$ cat src/rtl/fb_port_arbiter.sv
// Frame buffer port arbiter: sequences frame capture into a single-port BSRAM
// while giving LCD pixel reads absolute priority over the byte writer.
module fb_port_arbiter #(
  parameter int IMAGE_SIZE = 76800,
  parameter int ADDR_WIDTH = 17,
  parameter int DATA_WIDTH = 8
) (
  input  logic                  clk,
  input  logic                  rst_n,
  input  logic                  frame_start,
  input  logic [DATA_WIDTH-1:0] wr_data,
  input  logic                  wr_valid,
  output logic                  wr_ready,
  input  logic                  rd_req,
  input  logic [ADDR_WIDTH-1:0] rd_addr,
  output logic                  rd_valid,
  output logic [DATA_WIDTH-1:0] rd_data,
  output logic                  mem_en,
  output logic                  mem_we,
  output logic [ADDR_WIDTH-1:0] mem_addr,
  output logic [DATA_WIDTH-1:0] mem_wdata,
  input  logic [DATA_WIDTH-1:0] mem_rdata,
  output logic                  frame_busy,
  output logic                  frame_done,
  output logic [7:0]            frame_count,
  output logic [15:0]           drop_count
);

  typedef enum logic [1:0] {
    IDLE      = 2'd0,
    RECEIVING = 2'd1,
    DONE      = 2'd2
  } state_t;

  localparam logic [ADDR_WIDTH-1:0] LAST_ADDR   = ADDR_WIDTH'(IMAGE_SIZE - 1);
  localparam logic [ADDR_WIDTH:0]   IMAGE_LIMIT = (ADDR_WIDTH + 1)'(IMAGE_SIZE);

  state_t                state;
  logic [ADDR_WIDTH-1:0] wr_ptr;
  logic                  wr_accept;
  logic                  wr_store;
  logic                  wr_drop;
  logic                  last_byte;
  logic                  rd_in_range;
  logic                  rd_stage1;
  logic                  rd_stage1_ok;
  logic                  rd_stage2_ok;

  // Reads own the port whenever requested, so the writer is simply told to wait.
  assign wr_ready    = !rd_req && !frame_start && (state == IDLE || state == RECEIVING);
  assign wr_accept   = wr_valid && wr_ready;
  assign wr_store    = wr_accept && (state == RECEIVING);
  assign wr_drop     = wr_accept && (state == IDLE);
  assign last_byte   = (wr_ptr == LAST_ADDR);
  assign rd_in_range = ({1'b0, rd_addr} < IMAGE_LIMIT);

  assign frame_busy  = (state == RECEIVING);
  assign frame_done  = (state == DONE);

  always_ff @(posedge clk or negedge rst_n) begin
    if (!rst_n) begin
      state       <= IDLE;
      wr_ptr      <= '0;
      frame_count <= '0;
    end else begin
      case (state)
        IDLE: begin
          if (frame_start) begin
            state  <= RECEIVING;
            wr_ptr <= '0;
          end
        end
        RECEIVING: begin
          if (frame_start) begin
            wr_ptr <= '0;
          end else if (wr_store) begin
            if (last_byte) begin
              wr_ptr      <= '0;
              state       <= DONE;
              frame_count <= frame_count + 8'd1;
            end else begin
              wr_ptr <= wr_ptr + ADDR_WIDTH'(1);
            end
          end
        end
        DONE: begin
          state <= IDLE;
        end
        default: begin
          state <= IDLE;
        end
      endcase
    end
  end

  always_ff @(posedge clk or negedge rst_n) begin
    if (!rst_n) begin
      drop_count <= '0;
    end else if (wr_drop && drop_count != 16'hFFFF) begin
      drop_count <= drop_count + 16'd1;
    end
  end

  // Out-of-range reads still occupy the read slot but leave the port idle.
  always_ff @(posedge clk or negedge rst_n) begin
    if (!rst_n) begin
      mem_en    <= 1'b0;
      mem_we    <= 1'b0;
      mem_addr  <= '0;
      mem_wdata <= '0;
    end else if (rd_req) begin
      mem_en <= rd_in_range;
      mem_we <= 1'b0;
      if (rd_in_range) begin
        mem_addr <= rd_addr;
      end
    end else if (wr_store) begin
      mem_en    <= 1'b1;
      mem_we    <= 1'b1;
      mem_addr  <= wr_ptr;
      mem_wdata <= wr_data;
    end else begin
      mem_en <= 1'b0;
      mem_we <= 1'b0;
    end
  end

  always_ff @(posedge clk or negedge rst_n) begin
    if (!rst_n) begin
      rd_stage1    <= 1'b0;
      rd_stage1_ok <= 1'b0;
      rd_valid     <= 1'b0;
      rd_stage2_ok <= 1'b0;
    end else begin
      rd_stage1    <= rd_req;
      rd_stage1_ok <= rd_req && rd_in_range;
      rd_valid     <= rd_stage1;
      rd_stage2_ok <= rd_stage1_ok;
    end
  end

  assign rd_data = rd_stage2_ok ? mem_rdata : '0;

endmodule

$ cat config.mk
export PLATFORM = sky130hd
export DESIGN_NAME = fb_port_arbiter
export DESIGN_NICKNAME = d
export VERILOG_FILES = /design/src/rtl/fb_port_arbiter.sv
export SDC_FILE = /design/constraint.sdc
export NUM_CORES = 1
export LEC_CHECK = 0
export CAP_MARGIN = 20
export CORE_MARGIN = 5
export CORE_UTILIZATION = 52
export CTS_CLUSTER_SIZE = 12
export DETAILED_ROUTE_END_ITERATION = 12
export GPL_TIMING_DRIVEN = 0
export HOLD_SLACK_MARGIN = 0.12
export PLACE_DENSITY = 0.95
export REMOVE_ABC_BUFFERS = 1
export SYNTH_ARGS = -nofsm -noshare
export SYNTH_HDL_FRONTEND = slang
export SYNTH_SLANG_ARGS = --single-unit
$ cat constraint.sdc
create_clock -name clk -period 2.85 [get_ports clk]
set_input_delay 0.57 -clock clk [delete_from_list [all_inputs] [get_ports clk]]
set_output_delay 0.57 -clock clk [all_outputs]
set_load 0.02 [all_outputs]
# [Yosys cells after proc, flatten, opt, wreduce, memory -nomap -nowiden]
# Cells that the tools add are included.
[word_totals] register_bits=74
[op_classes] reduce_logical=18 mux=17 n_lt_le_gt_ge=1 add_sub_neg=3 bitwise=2 eq_ne=10
[op_table] operator="two-way mux 17 bit" count=7
[op_table] operator="case mux 17 bit (2 select lines)" count=1
[op_table] operator="adder 17 x 1 -> 17 bit (second input constant)" count=1
[op_table] operator="== test 17 bit (second input constant)" count=1
[op_table] operator="less-than comparator 17 bit (second input constant)" count=1
[op_table] operator="adder 16 x 1 -> 16 bit (second input constant)" count=1
[op_table] operator="!= test 16 bit (second input constant)" count=1
[op_table] operator="adder 8 x 1 -> 8 bit (second input constant)" count=1
[op_table] operator="two-way mux 2 bit" count=4
[op_table] operator="two-way mux 8 bit" count=1
[op_table] operator="AND reduction 4 bit" count=2
[op_table] operator="logical AND 1 bit" count=7
[op_table] operator="!= test 2 x 1 -> 1 bit (second input constant)" count=3
[op_table] operator="!= test 2 bit (second input constant)" count=2
[op_table] operator="case mux 2 bit (2 select lines)" count=1
[op_table] operator="AND reduction 2 bit" count=2
[op_table] operator="nonzero test 2 bit" count=2
[op_table] operator="two-way mux 1 bit" count=3
[op_table] operator="!= test 3 x 2 -> 1 bit (second input constant)" count=1
[op_table] operator="AND reduction 3 bit" count=1
[op_table] operator="== test 2 x 1 -> 1 bit (second input constant)" count=1
[op_table] operator="== test 2 bit (second input constant)" count=1
[op_table] operator="zero test 1 bit" count=2
[op_table] operator="zero test 2 bit" count=1
[op_table] operator="other kinds (2)" count=3

# [Longest topological paths before layout]
[depth] depth_word=8 mapped_depth=6

# [Worst setup path before layout]
# No wires, ideal clock.
[synth_path] kind="input -> output" from="input rd_req" to="output wr_ready" t_required_ps=2280 cell_stages=3 t_arrival_ps=1481 setup_slack_ps=799 cell_sequence="buf_2 > clkbuf_1 > nor3_1"
[synth_between] elab_chain_len=3
[synth_rtl] element="start: declaration" line_no="14" source="input logic rd_req,"
[synth_rtl] element="zero test 1 bit" line_no="50" source="assign wr_ready = !rd_req && !frame_start && (state == IDLE || state == RECEIVING);"
[synth_rtl] element="logical AND 1 bit (2 in a row)" line_no="50"
[synth_rtl] element="end: declaration" line_no="13" source="output logic wr_ready,"
# No other way between the ends.

# [Worst setup path in the final report]
[layout_path] from="input frame_start" to="output wr_ready"
[layout_between] elab_chain_len=3
[layout_rtl] element="start: declaration" line_no="10" source="input logic frame_start,"
[layout_rtl] element="zero test 1 bit" line_no="50"
[layout_rtl] element="logical AND 1 bit (2 in a row)" line_no="50"
# No other way between the ends.

==> impl_metrics.ini <==
[logic_synthesis]
synth.cell_area_um2 = 3690
yosysWarnings = 0
syn_inst = 310
synth_area_leaders = dfrtp_1 50%, mux2_2 12%, xor2_1 5.7%
yosysSeqAreaShare = 0.502
synth_edf_count = 0
synth_top_area_frac = 0.502
synth_top_area_cell = dfrtp_1
synth-async-reset-ratio = 1.00
ys_types = 52
synth-seq-cells = 74
synth_flop_cell = dfrtp_1
syn_area_per_cell_um2 = 11.9

[clock_network]
cts.sinks = 74
cts_tree = built
cts_inserted_buffers = 9
hold_buffers = 0
cts-htree-levels = 3
cts-root-buf = clkbuf_8
clock_path_buffers = 2
clk_latency_ns = 0.35
clkTransAtPathRegs_ns = 0.08

[critical_path]
r2r-start = wr_ptr[0]$_DFFE_PN0P_
crit_path_start_kind = input port
worstPathArrival_ns = 1.91
crit_path_top_delay_cell = clkdlybuf4s50_1
cpPeakStageDelay_ns = 0.65
reg2reg_depth = 5
critPathBufInv = 2
path_cells = clkdlybuf4s50_1 > nor3_1 > clkdlybuf4s50_1
critical_path_class = in2out
end_kind = output pin
worstReg2RegEnd = wr_ptr[12]$_DFFE_PN0P_
r2r_slack_ns = 0.64
path_max_fanout = 6
crit_top_cell = clkdlybuf4s50_1
crit_family = buffers and inverters
required_ns = 2.28

[floorplanning]
core_um2 = 6830
die_h_um = 94.2
dieArea_um2 = 8870
start_util = 0.540
die_w_um = 94.2
io_pins = 101
placementRows = 30

[cells_and_area]
area_growth_pct = 34.0
diodes = 0
design_area_um2 = 4940
drive_gt1_frac = 0.178
layout_commonest_cell = clkdlybuf4s50_1
nets = 452
final_cell_mix = 98 x clkdlybuf4s50_1, 74 x dfrtp_1, 39 x mux2_2, 24 x xor2_1, 14 x nand2_1
fin_util = 0.723

[power]
p_leak_nw = 2.15
power.density_nw_per_um2 = 491
ir_drop_v = 0.000367

[routing]
ant_nets = 0
first_pass_iters = 4
drc = 0
via_per_inst = 5.66
routed-via-count = 2890
avgRoutedWirePerCell_um = 16.9
drt_iter0_drc = 131
routed_wirelength_um = 8640

[run]
cap_violations = 0

[timing]
fmax_mhz = 403
fin_skew_ns = 0.00922
tightest_slew_ns = 0.929
max_slew_margin = 0.381
finalSetupViolCount = 0
whs_ns = 0.332
final_hold_viol_count = 0
min_period_over_period = 0.870
finalCriticalPeriod_ns = 2.48
rsz0062_at_grt = no
slew_viol_final = 0

[global_routing]
gr-usage-all-layers = 0.206
grt_start_max_net_pins = 75
grt_pass1_vias = 2928
overflow = 0
grt_pass1_wl_um = 14400
antenna_found_initial = 0

[place]
place_congestion = 0.798
post-dp-hpwl_um = 6160
placed_cell_area_um2 = 4740
io_buffer_count = 100

[hold_path]
hp-class = in2async

[status]
status = finished clean
[flip-flops by register name, indices dropped and copies added (netlist names), 2 cells and up]
| register | flops |
|---|---|
| mem_addr | 17 |
| wr_ptr | 17 |
| drop_count | 16 |
| frame_count | 8 |
| mem_wdata | 8 |
| state | 2 |
[timing repair]
action / CTS / global route
cloned: 0 / 0
pin swaps: 0 / 0
resized for setup: 3 / 2
setup endpoints to repair: 33 / 1
setup buffers: 0 / 0
[cells in the mapped netlist, types with 5 or more instances]
| master | n |
|---|---|
| dfrtp_1 | 74 |
| mux2_2 | 39 |
| xor2_1 | 24 |
| nand2_1 | 15 |
| a21oi_1 | 13 |
| nand3_1 | 13 |
| and2_1 | 10 |
| nor2_1 | 8 |
| nor4_1 | 7 |
| o21ai_0 | 7 |
| xnor2_1 | 7 |
| a211oi_1 | 6 |
| inv_1 | 6 |
| a22oi_1 | 5 |
| and3_1 | 5 |
[per-layer routing]
layer | wire (um) | GRT usage
met5 | 0 | 0
met4 | 166 | 0.0734
met3 | 631 | 0.0569
met2 | 4100 | 0.331
met1 | 3740 | 0.268
[final cells by class]
type | instances | area, um2
fill | 500 | 1890
sequential | 74 | 1850
multi-input combinational | 220 | 1760
timing repair buffer | 100 | 993
clock buffer | 10 | 138
tap | 96 | 120
clock inverter | 5 | 55.1
inverter | 6 | 22.5
[per-stage QoR]
step	worst slack, ns	std cells	total power, mW	setup TNS [ns]
after floorplan	0.760	300	1.38	0
after global placement	-1.26	496	1.62	-116.26
after detailed placement	-0.948	496	1.64	-27.11
after CTS	0.0853	511	2.45	0
after global routing	0.229	511	2.54	0
final	0.369	511	2.42	0
[how the worst max path moves through the flow]
| stage | from | to | slack [ns] | cells after the start |
|---|---|---|---|---|
| finish | frame_start | wr_ready | 0.37 | 3 |
| CTS | rd_req | wr_ready | 0.09 | 3 |
| global placement | rst_n | mem_addr[6]$_DFFE_PN0P_ | -1.26 | 1 |
| floorplan | state[1]$_DFFE_PN0P_ | mem_addr[0]$_DFFE_PN0P_ | 0.76 | 4 |
| global route | frame_start | wr_ready | 0.23 | 3 |
| detailed placement | rd_req | mem_addr[4]$_DFFE_PN0P_ | -0.95 | 5 |
[power breakdown]
group | internal (mW) | switching [mW] | leakage, nW
clock network | 0.420 | 0.391 | 0.0941
registers | 1.12 | 0.0432 | 0.976
logic | 0.238 | 0.212 | 1.07
[cell families (layout without fill, tap and decap cells)]
kind of cell	after synthesis	after routing	share of synthesized area
buffers and inverters	16	121	0.0231
flip-flops	74	74	0.502
adder cells (fa/ha/maj)	3	3	0.0102
XOR/XNOR	31	31	0.0736
AO/OA/AOI/OAI	49	49	0.100
AND/OR/NAND/NOR	93	93	0.157
multiplexers	44	44	0.134
[worst reg2reg max path, delay by kind of cell (launching register included)]
family	cells	cell delay, ns
AO/OA/AOI/OAI	2	0.84
AND/OR/NAND/NOR	2	0.47
adder cells (fa/ha/maj)	1	0.27
flip-flops	1	0.48
(Power assumes the default switching activity.)
